[config.mk]
export PLATFORM = sky130hd
export DESIGN_NAME = i2c_cmd_ctrl
export DESIGN_NICKNAME = d
export VERILOG_FILES = /design/src/rtl/i2c_pkg.sv /design/src/rtl/i2c_quarter_timer.sv /design/src/rtl/i2c_cmd_ctrl.sv
export SDC_FILE = /design/constraint.sdc
export NUM_CORES = 1
export LEC_CHECK = 0
export BUFFER_PORTS_ARGS = -buffer_cell sky130_fd_sc_hd__buf_2
export CAP_MARGIN = 25
export CORE_MARGIN = 5
export CORE_UTILIZATION = 45
export DETAILED_ROUTE_END_ITERATION = 6
export SLEW_MARGIN = 40
export SYNTH_ARGS = -nofsm -noshare
export SYNTH_HDL_FRONTEND = slang
export SYNTH_SLANG_ARGS = --single-unit
[constraint.sdc]
create_clock -name clk -period 3.05 [get_ports clk]
set_input_delay 0.1525 -clock clk [delete_from_list [all_inputs] [get_ports clk]]
set_output_delay 0.1525 -clock clk [all_outputs]
set_load 0.01 [all_outputs]
[src/rtl/i2c_pkg.sv]
// rtl/i2c_pkg.sv - shared encodings, phase/state enums and bus timing helper for the I2C command controller
package i2c_pkg;

  // Command encodings presented on cmd
  localparam logic [1:0] CMD_START = 2'b00;
  localparam logic [1:0] CMD_STOP  = 2'b01;
  localparam logic [1:0] CMD_WRITE = 2'b10;
  localparam logic [1:0] CMD_READ  = 2'b11;

  // Quarter-bit phase within a START, STOP or data bit
  typedef enum logic [1:0] {
    PH0 = 2'd0,
    PH1 = 2'd1,
    PH2 = 2'd2,
    PH3 = 2'd3
  } phase_e;

  // Controller FSM states
  typedef enum logic [2:0] {
    ST_IDLE  = 3'd0,
    ST_START = 3'd1,
    ST_STOP  = 3'd2,
    ST_XFER  = 3'd3,
    ST_RESP  = 3'd4
  } state_e;

  // clk cycles per quarter of an SCL period
  function automatic int calc_divider(input int clk_freq, input int bus_clk);
    return (clk_freq / bus_clk) / 4;
  endfunction

endpackage

[src/rtl/i2c_quarter_timer.sv]
// rtl/i2c_quarter_timer.sv - quarter-bit counter with SCL clock-stretch hold
module i2c_quarter_timer
  import i2c_pkg::*;
#(
  parameter int DIVIDER = 4
) (
  input  logic       clk,
  input  logic       rst,
  input  logic       clear,        // idle: park at ph0, count 0
  input  logic       scl_rel,      // current quarter releases SCL and waits for it high
  input  logic       scl_high,     // synchronized SCL level
  output logic [1:0] phase,
  output logic       quarter_end
);

  localparam int CW = (DIVIDER > 2) ? $clog2(DIVIDER) : 1;

  logic [CW-1:0] cnt_q, cnt_d;
  logic [1:0]    phase_q, phase_d;
  logic [1:0]    age_q, age_d;   // cycles since SCL was released, saturates at 2
  logic          at_last;
  logic          settled;
  logic          hold;

  // The synchronizer still shows the pre-release (low) level for two cycles after
  // SCL is let go, so a low is only treated as a stretch once it has settled.
  always_comb begin
    at_last     = (cnt_q == CW'(DIVIDER - 1));
    settled     = (age_q == 2'd2);
    hold        = scl_rel && settled && !scl_high;
    quarter_end = at_last && !hold && !(scl_rel && !settled);
  end

  // Next counter, phase and settle-age values
  always_comb begin
    cnt_d   = cnt_q;
    phase_d = phase_q;
    age_d   = age_q;
    if (clear) begin
      cnt_d   = '0;
      phase_d = PH0;
      age_d   = 2'd0;
    end else if (hold) begin
      cnt_d = '0;
    end else if (quarter_end) begin
      cnt_d   = '0;
      phase_d = phase_q + 2'd1;
      age_d   = 2'd0;
    end else begin
      if (!at_last) begin
        cnt_d = cnt_q + CW'(1);
      end
      if (scl_rel && !settled) begin
        age_d = age_q + 2'd1;
      end
    end
  end

  // Timer state registers
  always_ff @(posedge clk or posedge rst) begin
    if (rst) begin
      cnt_q   <= '0;
      phase_q <= PH0;
      age_q   <= 2'd0;
    end else begin
      cnt_q   <= cnt_d;
      phase_q <= phase_d;
      age_q   <= age_d;
    end
  end

  assign phase = phase_q;

endmodule

[src/rtl/i2c_cmd_ctrl.sv]
// rtl/i2c_cmd_ctrl.sv - command-level I2C master: START/STOP/WRITE/READ sequencing of open-drain SCL/SDA
module i2c_cmd_ctrl
  import i2c_pkg::*;
#(
  parameter int CLK_FREQ = 100_000_000,
  parameter int BUS_CLK  = 400_000
) (
  input  logic       clk,
  input  logic       rst,
  input  logic       cmd_valid,
  output logic       cmd_ready,
  input  logic [1:0] cmd,
  input  logic [7:0] wr_data,
  input  logic       cmd_nack,
  output logic       rsp_valid,
  output logic [7:0] rd_data,
  output logic       rsp_nack,
  output logic       rsp_err,
  output logic       busy,
  input  logic       scl_in,
  input  logic       sda_in,
  output logic       scl_oe,
  output logic       sda_oe
);

  localparam int DIVIDER = calc_divider(CLK_FREQ, BUS_CLK);

  state_e     state_q, state_d;
  logic       busy_q, busy_d;
  logic       sda_hold_q, sda_hold_d;   // SDA drive held between bits and commands
  logic [7:0] sh_q, sh_d;               // write byte out / read byte in, MSB first
  logic       is_read_q, is_read_d;
  logic       nack_q, nack_d;
  logic [3:0] bit_q, bit_d;
  logic [7:0] rd_data_q, rd_data_d;
  logic       rsp_nack_q, rsp_nack_d;
  logic       rsp_err_q, rsp_err_d;

  logic scl_meta_q, scl_sync_q, sda_meta_q, sda_sync_q;
  logic [1:0] phase;
  logic quarter_end;
  logic scl_rel;
  logic accept;
  logic last_q;
  logic bit_oe;
  logic timer_clear;

  // Two-flop synchronizers for the raw pad inputs; idle bus reads high
  always_ff @(posedge clk or posedge rst) begin
    if (rst) begin
      scl_meta_q <= 1'b1;
      scl_sync_q <= 1'b1;
      sda_meta_q <= 1'b1;
      sda_sync_q <= 1'b1;
    end else begin
      scl_meta_q <= scl_in;
      scl_sync_q <= scl_meta_q;
      sda_meta_q <= sda_in;
      sda_sync_q <= sda_meta_q;
    end
  end

  assign cmd_ready   = (state_q == ST_IDLE) || (state_q == ST_RESP);
  assign rsp_valid   = (state_q == ST_RESP);
  assign accept      = cmd_valid && cmd_ready;
  assign last_q      = quarter_end && (phase == PH3);
  assign timer_clear = !((state_q == ST_START) || (state_q == ST_STOP) || (state_q == ST_XFER));

  // SDA drive for the current data bit: byte bits for WRITE, ACK/NACK for READ
  assign bit_oe = (bit_q == 4'd8) ? (is_read_q && !nack_q) : (!is_read_q && !sh_q[7]);

  i2c_quarter_timer #(
    .DIVIDER(DIVIDER)
  ) u_timer (
    .clk        (clk),
    .rst        (rst),
    .clear      (timer_clear),
    .scl_rel    (scl_rel),
    .scl_high   (scl_sync_q),
    .phase      (phase),
    .quarter_end(quarter_end)
  );

  // State register and datapath registers
  always_ff @(posedge clk or posedge rst) begin
    if (rst) begin
      state_q    <= ST_IDLE;
      busy_q     <= 1'b0;
      sda_hold_q <= 1'b0;
      sh_q       <= 8'h00;
      is_read_q  <= 1'b0;
      nack_q     <= 1'b0;
      bit_q      <= 4'd0;
      rd_data_q  <= 8'h00;
      rsp_nack_q <= 1'b0;
      rsp_err_q  <= 1'b0;
    end else begin
      state_q    <= state_d;
      busy_q     <= busy_d;
      sda_hold_q <= sda_hold_d;
      sh_q       <= sh_d;
      is_read_q  <= is_read_d;
      nack_q     <= nack_d;
      bit_q      <= bit_d;
      rd_data_q  <= rd_data_d;
      rsp_nack_q <= rsp_nack_d;
      rsp_err_q  <= rsp_err_d;
    end
  end

  // Next-state logic; data commands and STOP on an unowned bus go straight to RESP
  always_comb begin
    state_d = state_q;
    unique case (state_q)
      ST_IDLE, ST_RESP: begin
        if (accept) begin
          case (cmd)
            CMD_START: state_d = ST_START;
            CMD_STOP:  state_d = busy_q ? ST_STOP : ST_RESP;
            CMD_WRITE: state_d = busy_q ? ST_XFER : ST_RESP;
            CMD_READ:  state_d = busy_q ? ST_XFER : ST_RESP;
            default:   state_d = ST_RESP;
          endcase
        end else begin
          state_d = ST_IDLE;
        end
      end
      ST_START, ST_STOP: begin
        if (last_q) state_d = ST_RESP;
      end
      ST_XFER: begin
        if (last_q && (bit_q == 4'd8)) state_d = ST_RESP;
      end
      default: state_d = ST_IDLE;
    endcase
  end

  // Datapath: capture the command, shift bits, collect results
  always_comb begin
    busy_d     = busy_q;
    sda_hold_d = sda_hold_q;
    sh_d       = sh_q;
    is_read_d  = is_read_q;
    nack_d     = nack_q;
    bit_d      = bit_q;
    rd_data_d  = rd_data_q;
    rsp_nack_d = rsp_nack_q;
    rsp_err_d  = rsp_err_q;
    if (accept) begin
      rsp_err_d  = (cmd != CMD_START) && !busy_q;
      rsp_nack_d = 1'b0;
      sh_d       = wr_data;
      is_read_d  = (cmd == CMD_READ);
      nack_d     = cmd_nack;
      bit_d      = 4'd0;
    end
    case (state_q)
      ST_START: begin
        if (last_q) begin
          busy_d     = 1'b1;
          sda_hold_d = 1'b1;
        end
      end
      ST_STOP: begin
        if (last_q) begin
          busy_d     = 1'b0;
          sda_hold_d = 1'b0;
        end
      end
      ST_XFER: begin
        if (last_q) begin
          sda_hold_d = bit_oe;
          sh_d       = {sh_q[6:0], sda_sync_q};
          bit_d      = bit_q + 4'd1;
          if ((bit_q == 4'd7) && is_read_q) rd_data_d = {sh_q[6:0], sda_sync_q};
          if ((bit_q == 4'd8) && !is_read_q) rsp_nack_d = sda_sync_q;
        end
      end
      default: ;
    endcase
  end

  // Pad drive per state and phase; outside a sequence the lines keep their last level
  always_comb begin
    scl_oe  = busy_q;
    sda_oe  = sda_hold_q;
    scl_rel = 1'b0;
    case (state_q)
      ST_START: begin
        unique case (phase)
          PH0: sda_oe = 1'b0;
          PH1: begin scl_oe = 1'b0; sda_oe = 1'b0; scl_rel = 1'b1; end
          PH2: begin scl_oe = 1'b0; sda_oe = 1'b1; end
          PH3: begin scl_oe = 1'b1; sda_oe = 1'b1; end
          default: ;
        endcase
      end
      ST_STOP: begin
        unique case (phase)
          PH0: begin scl_oe = 1'b1; sda_oe = 1'b1; end
          PH1: begin scl_oe = 1'b0; sda_oe = 1'b1; scl_rel = 1'b1; end
          PH2: begin scl_oe = 1'b0; sda_oe = 1'b1; end
          PH3: begin scl_oe = 1'b0; sda_oe = 1'b0; end
          default: ;
        endcase
      end
      ST_XFER: begin
        unique case (phase)
          PH0: begin scl_oe = 1'b1; sda_oe = sda_hold_q; end
          PH1: begin scl_oe = 1'b1; sda_oe = bit_oe; end
          PH2: begin scl_oe = 1'b0; sda_oe = bit_oe; scl_rel = 1'b1; end
          PH3: begin scl_oe = 1'b0; sda_oe = bit_oe; end
          default: ;
        endcase
      end
      default: ;
    endcase
  end

  assign busy     = busy_q;
  assign rd_data  = rd_data_q;
  assign rsp_nack = rsp_nack_q;
  assign rsp_err  = rsp_err_q;

endmodule

==> qor.yml <==
status:
  status: "finished, final reports clean"
routing:
  drtAntennaViolNets: 0
  vias: 1754
  wl_per_cell_um: 14.52
  vias_per_cell: 5.464
  route.detailed.drc: 0
  wirelength_mm: 4.662
  drt_iter0_markers: 84
  drtPass1Iterations: 4
clock_network:
  cts_tree: "yes"
  cts_buffers: 5
  clockBufferDepth: 2
  htreeDepth: 2
  clkSinkCount: 43
  post_cts.repair.setup_buffers: 0
  cts-root-buf: "clkbuf_8"
  clkTransAtPathRegs_ns: 0.08
  cts_resized: 0
  clock_latency_ns: 0.29
logic_synthesis:
  muxShareOfSynthArea: 0.1523
  syn-num-nets: 239
  synthSimpleGateAreaFrac: 0.1668
  synth_xor_xnor_area_share: 0.01122
  ys_ff_latch: 43
  synth.distinct_cells: 47
  syn_area_um2: 2341
  syn_inst: 214
  synthFlopType: "dfrtp_1"
  synth_compound_area_frac: 0.1304
  synth_edf_count: 0
  synth_top_family_by_area: "simple AND/OR/NAND/NOR gates"
  yosysWarningCount: 0
  avgSynthCellArea_um2: 10.94
  ys_seq_area_frac: 0.4618
  synthAdderAreaFrac: 0.04810
  async_reset_ff_frac: 1.000
grt:
  track_usage: 0.1555
  grt_pass1_wl_mm: 8.114
  grt_pass1_vias: 1751
  antenna_found_initial: 0
  overflow: 0
  grt_max_degree: 28
die:
  num_rows: 26
  design.die.area_um2: 6745
  core_um2: 5075
  io_pins: 31
  die_h_um: 82.13
  start_util: 0.4613
  die-width_um: 82.13
worst_setup_path:
  required_ns: 3.22
  end_kind: "register"
  critPathSlowestCell: "nor4b_4"
  start_kind: "register"
  cp_slowest_stage_delay_ns: 0.58
  critPathMaxFanout: 9
  path_cells: "inv_1, ha_1, mux2i_2, a211oi_4, nor4b_4, mux2_2"
  worstPathArrival_ns: 2.44
  critical_path_class: "reg -> reg"
sta:
  drv_slew: 0
  tightest_slew_ns: 0.7524
  rsz0062_at_grt: "no"
  min_period_over_period: 0.7439
  fin_skew_ns: 0.006132
  fmax_ghz: 0.4407
  setup_viol: 0
  setup_tns_ns: 0
  min_period_ns: 2.269
  hold_violations: 0
  slew_headroom: 0.4931
power_and_ir_drop:
  powerDensity_nw_per_um2: 457.6
  max-vdd-ir-drop_mv: 0.2939
  leakage_uw: 0.001204
finish:
  drive_above_1_share: 0.3227
  syn2layout_area_growth_pct: 14.97
  final_cells: 321
  fillers: 476
  diodes: 0
  nets: 275
placed_design:
  dp.cells: 310
  hpwl_mm: 3.414
  place_congestion: 0.8658
  numPortBuffers: 30
min_path:
  hp-class: "in -> reg"
job:
  drv_cap: 0
[state kept, by name, summed over array words and instances, names as in the netlist]
| signal | count |
|---|---|
| bit_q | 4 |
| nack_q | 1 |
| sda_meta_q | 1 |
| sda_hold_q | 1 |
| sda_sync_q | 1 |
| rsp_err | 1 |
| is_read_q | 1 |
| busy | 1 |
| u_timer.phase | 2 |
| u_timer.age_q | 2 |
| scl_sync_q | 1 |
| state_q | 3 |
| rsp_nack | 1 |
| u_timer.cnt_q | 6 |
| sh_q | 8 |
| rd_data | 8 |
| scl_meta_q | 1 |
[metal layers]
metal | vias up | wire [um] | global-route usage
li1 | 848 | - | -
met1 | 870 | 2166 | 0.1985
met2 | 32 | 2264 | 0.2609
met3 | 4 | 194 | 0.03905
met4 | 0 | 36 | 0.04485
met5 | - | 0 | 0
[power by group]
| part | total [uW] | switching, uW | internal, uW |
|---|---|---|---|
| sequential | 665 | 48.5 | 616 |
| combinational | 191 | 99.9 | 91.4 |
| clock | 375 | 190 | 186 |
| total | 1230 | 338 | 893 |
[critical path: cells and delay by family (launching register included)]
kind	cells	cell delay (ns)
adder cells (fa/ha/maj)	1	0.23
multiplexers	2	0.68
AND/OR/NAND/NOR	1	0.58
buffers and inverters	1	0.09
flip-flops	1	0.40
AO/OA/AOI/OAI	1	0.17
[cells in the final DEF (no fill, tap or decap), types with 6 or more instances in the layout]
master     n
nor2_1    10
buf_2     30
nand2_1   11
clkbuf_8   6
dfrtp_1   39
ha_1       9
nand3_1    9
inv_1      8
o21ai_0   12
a21oi_1   10
mux2_2    26
[synthesized netlist by cell type (all sizes together), types with 4 or more instances]
master	n	area [um2]
dfrtp	39	975.9
mux2	26	292.8
nand2	12	47.55
o21ai	12	60.06
a21oi	11	58.81
nand3	10	55.05
nor2	10	37.54
ha	9	112.6
inv	9	33.78
mux2i	6	63.81
buf	5	27.53
nand2b	5	31.28
nand4b	5	43.79
dfstp	4	105.1
nor2b	4	25.02
nor3b	4	30.03
o211ai	4	30.03
[per-stage QoR]
stage                     total power [uW]  utilization  setup slack [ns]  hold WS (ns)  cell area [um2]
final                                 1232       0.5303            0.7810        0.1047             2691
after global routing                  1299       0.5303            0.6010        0.1008             2691
after CTS                             1250       0.5303            0.7413       0.09388             2691
after detailed placement             867.4       0.5057            0.7528        0.1689             2566
after global placement               866.1       0.5057            0.7690        0.1703             2566
after floorplan                      809.8            -             1.076        0.1570             2341
[timing repair]
item	4_1_cts	5_1_grt
setup endpoints to repair	0	0
endpoints found under the hold margin	16	0
hold buffers	3	0
[worst paths after layout]
kind / from / cells past startpoint / to / slack, ns
max: u_timer.phase[0] / 6 / rd_data[2] / 0.78
min: cmd_nack / 2 / nack_q / 0.10
max reg2reg: u_timer.phase[0] / 6 / rd_data[2] / 0.78
min reg2reg: sda_meta_q / 0 / sda_sync_q / 0.36
max in group asynchronous: rst / 4 / sda_sync_q / 1.90
min in group asynchronous: rst / 3 / rd_data[6] / 0.40
[area by class of cell]
type,count,area (um2),area share
repair buffers,36,202.7,0.07531
flip-flops and latches,43,1081,0.4017
clock inverters,1,8.758,0.003254
inverters,9,33.78,0.01255
clock buffers,7,86.33,0.03208
multi-input cells,155,1191,0.4426
well taps,70,87.58,0.03254
[kinds of logic (layout without fill, tap and decap cells)]
kind of cell	count (synthesis)	count (layout)
and+or+nand+nor	66	66
AOI/OAI and AO/OA	45	45
DFF	43	43
muxes	32	32
buffers and inverters	16	53
adders and majority gates	9	9
xor gates and xnor gates	3	3
No activity file was read; power rests on OpenSTA's default activity.
